## config.mk

```make
export PLATFORM = sky130hd
export DESIGN_NAME = matmul_tile_sequencer
export DESIGN_NICKNAME = d
export VERILOG_FILES = /design/src/rtl/matmul_seq_pkg.sv /design/src/rtl/matmul_sat_clamp.sv /design/src/rtl/matmul_tile_sequencer.sv
export SDC_FILE = /design/constraint.sdc
export NUM_CORES = 1
export LEC_CHECK = 0
export CORE_AREA = 4 4 422 424
export DETAILED_ROUTE_END_ITERATION = 6
export DIE_AREA = 0 0 426 428
export GPL_ROUTABILITY_DRIVEN = 0
export PLACE_DENSITY = 0.36
export SETUP_SLACK_MARGIN = 0.4
export SLEW_MARGIN = 20
export SYNTH_ARGS = -nofsm -noshare
export SYNTH_HDL_FRONTEND = slang
export SYNTH_HIERARCHICAL = 1
export SYNTH_SLANG_ARGS = --single-unit
```

## constraint.sdc

```tcl
create_clock -name clk -period 5.3 [get_ports clk]
set_clock_uncertainty 0.1 [all_clocks]
set_input_delay 1.06 -clock clk [delete_from_list [all_inputs] [get_ports clk]]
set_output_delay 1.06 -clock clk [all_outputs]
set_load 0.01 [all_outputs]
```

## src/rtl/matmul_seq_pkg.sv

```systemverilog
// Shared types, saturation bounds and the clamp helpers for the matmul tile sequencer.
// The MATMUL_SAT_EN build macro selects saturating versus wrapping accumulation.
package matmul_seq_pkg;

  typedef enum logic [1:0] {
    IDLE  = 2'd0,
    ISSUE = 2'd1,
    ACCUM = 2'd2,
    DONE  = 2'd3
  } state_t;

  localparam int ACC_W = 64;
  localparam int SAT_W = 32;

  typedef logic signed [ACC_W-1:0] elem_t;

  localparam elem_t SAT_MAX = {{(ACC_W-SAT_W+1){1'b0}}, {(SAT_W-1){1'b1}}};
  localparam elem_t SAT_MIN = {{(ACC_W-SAT_W+1){1'b1}}, {(SAT_W-1){1'b0}}};

  function automatic logic out_of_range(input elem_t x);
    return (x > SAT_MAX) || (x < SAT_MIN);
  endfunction

  function automatic elem_t clamp(input elem_t x);
    elem_t y;
    if (x > SAT_MAX) begin
      y = SAT_MAX;
    end else if (x < SAT_MIN) begin
      y = SAT_MIN;
    end else begin
      y = x;
    end
    return y;
  endfunction

endpackage

```

## src/rtl/matmul_sat_clamp.sv

```systemverilog
// Per-element clamp of a datapath result to the signed SAT_W range, plus out-of-range flag.
// With MATMUL_SAT_EN undefined the value passes through and only the flag is reported.
module matmul_sat_clamp
  import matmul_seq_pkg::*;
(
  input  elem_t x,
  output elem_t y,
  output logic  flag
);

  // Range check always reported; correction only in the saturating build
  always_comb begin
    flag = out_of_range(x);
`ifdef MATMUL_SAT_EN
    y = clamp(x);
`else
    y = x;
`endif
  end

endmodule

```

## src/rtl/matmul_tile_sequencer.sv

```systemverilog
// Walks a long-K multiply-accumulate through the fixed-depth datapath one K-tile at a time.
// Build macro MATMUL_SAT_EN: defined = saturating accumulate, undefined = wrap and report.
module matmul_tile_sequencer
  import matmul_seq_pkg::*;
#(
  parameter int M   = 2,
  parameter int N   = 2,
  parameter int KT  = 8,
  parameter int P   = 16,
  parameter int KLW = 20
) (
  input  logic                 clk,
  input  logic                 rst_n,
  input  logic                 start_valid,
  output logic                 start_ready,
  input  logic [KLW-1:0]       k_len,
  input  logic [M*N*4*P-1:0]   c_init,
  output logic                 tile_req_valid,
  input  logic                 tile_req_ready,
  output logic [KLW-1:0]       tile_idx,
  output logic [KT-1:0]        tile_mask,
  output logic [M*N*4*P-1:0]   mm_c,
  input  logic [M*N*4*P-1:0]   mm_d,
  output logic                 result_valid,
  input  logic                 result_ready,
  output logic [M*N*4*P-1:0]   result,
  output logic                 overflow
);

  localparam int EW = 4 * P;
  localparam int NE = M * N;
  localparam int BW = KLW + 2;
  localparam logic [KLW:0]   KT_M1 = (KLW+1)'(KT - 1);
  localparam logic [KLW:0]   KT_D  = (KLW+1)'(KT);
  localparam logic [KLW:0]   ONE_T = (KLW+1)'(1);
  localparam logic [BW-1:0]  KT_B  = BW'(KT);

  state_t            state_r;
  logic [KLW-1:0]    klen_r;
  logic [KLW:0]      ntiles_r;
  logic [BW-1:0]     base_r;
  elem_t             acc_r [NE];
  elem_t             init_s [NE];
  elem_t             tile_s [NE];
  logic [NE-1:0]     init_ovf_s;
  logic [NE-1:0]     tile_ovf_s;
  logic [KLW:0]      ntiles_s;
  logic [BW-1:0]     base_nxt_s;
  logic              last_s;

  // Lane l of the tile starting at K offset base is live iff base+l < k_len
  function automatic logic [KT-1:0] lane_mask(input logic [BW-1:0] base, input logic [KLW-1:0] kl);
    logic [KT-1:0] m;
    m = {KT{1'b0}};
    for (int l = 0; l < KT; l++) begin
      m[l] = (base + BW'(l)) < {2'b00, kl};
    end
    return m;
  endfunction

  assign ntiles_s   = ({1'b0, k_len} + KT_M1) / KT_D;
  assign base_nxt_s = base_r + KT_B;
  assign last_s     = ({1'b0, tile_idx} == (ntiles_r - ONE_T));

  // Initial accumulator conditioning, checked the same way as every tile result
  always_comb begin
    for (int e = 0; e < NE; e++) begin
      init_ovf_s[e] = out_of_range(c_init[e*EW +: EW]);
`ifdef MATMUL_SAT_EN
      init_s[e] = clamp(c_init[e*EW +: EW]);
`else
      init_s[e] = c_init[e*EW +: EW];
`endif
    end
  end

  for (genvar e = 0; e < NE; e++) begin : g_elem
    matmul_sat_clamp u_clamp (
      .x    (mm_d[e*EW +: EW]),
      .y    (tile_s[e]),
      .flag (tile_ovf_s[e])
    );
    assign mm_c[e*EW +: EW]   = acc_r[e];
    assign result[e*EW +: EW] = acc_r[e];
  end

  // Command FSM: issue a tile, absorb its result the next cycle, repeat until the last tile
  always_ff @(posedge clk) begin
    if (!rst_n) begin
      state_r        <= IDLE;
      klen_r         <= '0;
      ntiles_r       <= '0;
      base_r         <= '0;
      tile_idx       <= '0;
      tile_mask      <= '0;
      tile_req_valid <= 1'b0;
      result_valid   <= 1'b0;
      start_ready    <= 1'b1;
      overflow       <= 1'b0;
      for (int e = 0; e < NE; e++) acc_r[e] <= '0;
    end else begin
      case (state_r)
        IDLE: begin
          if (start_valid) begin
            klen_r      <= k_len;
            ntiles_r    <= ntiles_s;
            base_r      <= '0;
            tile_idx    <= '0;
            overflow    <= |init_ovf_s;
            start_ready <= 1'b0;
            for (int e = 0; e < NE; e++) acc_r[e] <= init_s[e];
            if (k_len == {KLW{1'b0}}) begin
              state_r      <= DONE;
              result_valid <= 1'b1;
              tile_mask    <= '0;
            end else begin
              state_r        <= ISSUE;
              tile_req_valid <= 1'b1;
              tile_mask      <= lane_mask({BW{1'b0}}, k_len);
            end
          end
        end
        ISSUE: begin
          if (tile_req_ready) begin
            tile_req_valid <= 1'b0;
            state_r        <= ACCUM;
          end
        end
        ACCUM: begin
          for (int e = 0; e < NE; e++) acc_r[e] <= tile_s[e];
          overflow <= overflow | (|tile_ovf_s);
          tile_idx <= tile_idx + KLW'(1);
          if (last_s) begin
            state_r      <= DONE;
            result_valid <= 1'b1;
            tile_mask    <= '0;
          end else begin
            state_r        <= ISSUE;
            tile_req_valid <= 1'b1;
            base_r         <= base_nxt_s;
            tile_mask      <= lane_mask(base_nxt_s, klen_r);
          end
        end
        DONE: begin
          if (result_ready) begin
            result_valid <= 1'b0;
            start_ready  <= 1'b1;
            state_r      <= IDLE;
          end
        end
        default: begin
          state_r        <= IDLE;
          tile_req_valid <= 1'b0;
          result_valid   <= 1'b0;
          start_ready    <= 1'b1;
        end
      endcase
    end
  end

endmodule

```

==> results.yml <==
floorplanning:
  die-area_um2: 182000
  core_um2: 174000
  die_x_um: 426
  rows: 153
  die_h_um: 428
  start_util_pct: 12.8
  io_pins: 1081
route:
  drt_iter0_markers: 1167
  drc: 0
  ant_nets: 0
  drt_wl_total_mm: 155
  routedWlPerCell_um: 29.8
  vias_per_cell: 3.77
  vias: 19600
  first_pass_iters: 5
logic_synthesis:
  synth_top_area_share_pct: 34.5
  yosysSeqAreaShare_pct: 42.7
  postSynthCellCount: 2255
  yosysMostFrequentCell: "buf_4"
  syn_nets: 2855
  synth-edff-count: 256
  synthDistinctLibCells: 70
  synth_top_cells_by_count: "buf_4, edfxtp_1, nand2_1, a22o_1, nand4_1"
  synth_ff_type: "edfxtp_1"
  ys_seq_elements: 347
  ys_warn_count: 6
  synth.top_cells.by_area: "edfxtp_1, buf_4, dfxtp_1, a22o_1, nand2_1"
  yosys.area.top_type: "edfxtp_1"
  syn-cell-area_um2: 22300
  postSynth.asyncResetShare_pct: 0
  avgSynthCellArea_um2: 9.88
critical_path:
  reg2reg_from: "base_r[3]$_SDFFE_PN0P_"
  r2r_end: "tile_mask[5]$_SDFFE_PN0P_"
  cpMostUsedCell: "ha_1"
  slowest_delay_ns: 0.47
  crit_path_end_kind: "register"
  ff2ff_path_depth: 14
  required_ns: 5.74
  cpMaxStageDelayCell: "ha_1"
  worstPathArrival_ns: 4.21
  path_class: "register to register"
  path_buf_inv: 2
  crit_chain: "ha_1, inv_1, nor3_1, buf_4, and3_1, xor2_1, ha_1, a21o_1, a21oi_1, o21ai_0, a211oi_1, nor2b_1, a311o_1, o22ai_1"
  startpoint_type: "register"
  path_max_fanout: 8
  regToRegSetupSlack_ns: 1.53
  crit_family: "compound AO/OA/AOI/OAI gates"
timing:
  rsz0062_at_grt: "no"
  fin_crit_sh_pct: 71.2
  report.final.slew_viol_count: 0
  hold_viol_final: 0
  worst_slew_margin_rel_pct: 22.9
  clock.fmax_mhz: 265
  tightest_slew_ns: 1.15
  setup_ws_ns: 1.53
  setup-tns-final_ns: 0
  setup_violations: 0
  finalCriticalPeriod_ns: 3.77
clocking:
  cts_tree: "yes"
  postCtsSetupRepairBufs: 0
  numCtsBuffers: 51
  cts_sinks: 347
  worstSkewPairLatency_ns: 0.63
  cts_root_buf: "clkbuf_16"
  cts.path.max_buffers: 3
  holdBufCountCts: 0
  h-tree-depth: 2
  clk_pin_slew_ns: 0.06
  cts_resized: 0
placement:
  port_buffers: 1080
  hpwlAfterDp_mm: 133
  dp_cells: 5088
  dp_worst_setup_slack_ns: 0.878
hold_path:
  hold_path.class: "register to register"
  min_delay_worst_endpoint: "klen_r[15]$_SDFFE_PN0P_"
  hold_depth: 2
  worstHoldStart: "klen_r[15]$_SDFFE_PN0P_"
global_route:
  track_usage_pct: 16.1
  overflow: 0
  grt_max_degree: 101
  antenna_found_initial: 39
  grt_first_pass_wirelength_mm: 197
  grt_pass1_vias: 19400
cells_and_area:
  drive_above_1_share_pct: 5.26
  area_growth_pct: 52.3
  utilization_pct: 19.5
  final_cells: 5185
  nNetsFinal: 3416
pwr:
  vdd_ir_drop_max_uv: 221
  p_leak_nw: 11.8
  power_density_nw_per_um2: 474
job:
  maxCapViolCount: 0
run_status:
  status: "completed"
placed cells by master, fill, tap and decap left out, types with 11 or more instances in the layout:
master           count
ha_1                63
nand2_1            235
nor2b_1             16
nand4_1             94
clkbuf_16           53
clkdlybuf4s50_1   1079
o21ai_0             90
nor2_1              55
inv_1               29
o31ai_1             11
xnor2_1             50
a21oi_1             59
or4_1               11
edfxtp_1           256
a22o_1             207
nor4_1              82
and4_1              11
xor2_1              47
dfxtp_1             91
buf_4               33
nor3_1              18
o211a_1             12
a21o_1              18
nand3_1             39
and3_1              20
how the worst max path moves through the flow:
stage	startpoint	endpoint	slack [ns]	depth (start not counted)
3_5_place_dp	c_init[126]	overflow$_SDFFE_PN0P_	0.88	8
6_report	base_r[3]$_SDFFE_PN0P_	tile_mask[5]$_SDFFE_PN0P_	1.53	14
2_1_floorplan	rst_n	acc_r[0][0]$_DFFE_PP_	0.99	4
5_1_grt	base_r[3]$_SDFFE_PN0P_	tile_mask[5]$_SDFFE_PN0P_	1.14	14
4_1_cts	base_r[3]$_SDFFE_PN0P_	tile_mask[5]$_SDFFE_PN0P_	1.49	14
3_3_place_gp	c_init[126]	overflow$_SDFFE_PN0P_	0.98	8
layer usage:
metal | GRT usage, % | part of all wire (%)
met5 | 0 | 0.035
met4 | 3.97 | 2.6
met3 | 2.97 | 5.1
met1 | 18.4 | 39
met2 | 30.4 | 53
through the flow:
stage	hold WS, ns	instance area [um2]	power [mW]
4_1_cts	0.358	33900	16.5
6_report	0.355	33900	16.1
5_1_grt	0.371	33900	16.8
3_3_place_gp	0.346	32300	12.9
3_5_place_dp	0.349	32300	12.8
2_1_floorplan	0.336	22300	8.08
state kept, by name, indices dropped and copies added, names as in the netlist:
| name | cells |
|---|---|
| tile_mask | 8 |
| ntiles_r | 18 |
| tile_idx | 20 |
| overflow | 1 |
| klen_r | 20 |
| acc_r | 256 |
| tile_req_valid | 1 |
| result_valid | 1 |
| base_r | 19 |
| start_ready | 1 |
| state_r | 2 |
final cells by class:
class                           instances  area (um2)
Antenna cell                            6        15.0
Clock buffer                           63        1360
Clock inverter                         28         279
Fill cell                           19200      140000
Inverter                               30         113
Multi-Input combinational cell       1263        8500
Sequential cell                       347        9510
Tap cell                             2325        2910
Timing Repair Buffer                 1123       11300
worst register-to-register path, stage by stage, from the launching register on:
cell and delay (ns):
dfxtp_1 0.41, ha_1 0.47, inv_1 0.13, nor3_1 0.25, buf_4 0.19, and3_1 0.21
xor2_1 0.23, ha_1 0.32, a21o_1 0.19, a21oi_1 0.20, o21ai_0 0.14, a211oi_1 0.33
nor2b_1 0.10, a311o_1 0.27, o22ai_1 0.13
power by group:
part           switching, mW  internal, mW  leakage, nW
combinational           3.91          3.50         7.53
clock                   1.47          2.02        0.793
sequential              1.12          4.07         3.52
cells by family (layout without fill, tap and decap cells):
| family | Yosys count | in the layout | synth area share, % |
|---|---|---|---|
| AO/OA/AOI/OAI | 455 | 455 | 15.2 |
| XOR/XNOR | 97 | 97 | 3.81 |
| adder cells (fa/ha/maj) | 63 | 63 | 3.54 |
| buffers and inverters | 645 | 1244 | 19.6 |
| flip-flops | 347 | 347 | 42.7 |
| multiplexers | 5 | 5 | 0.225 |
| other | 0 | 6 | 0 |
| AND/OR/NAND/NOR | 643 | 643 | 15.0 |
Power figures use the tool's default switching activity.
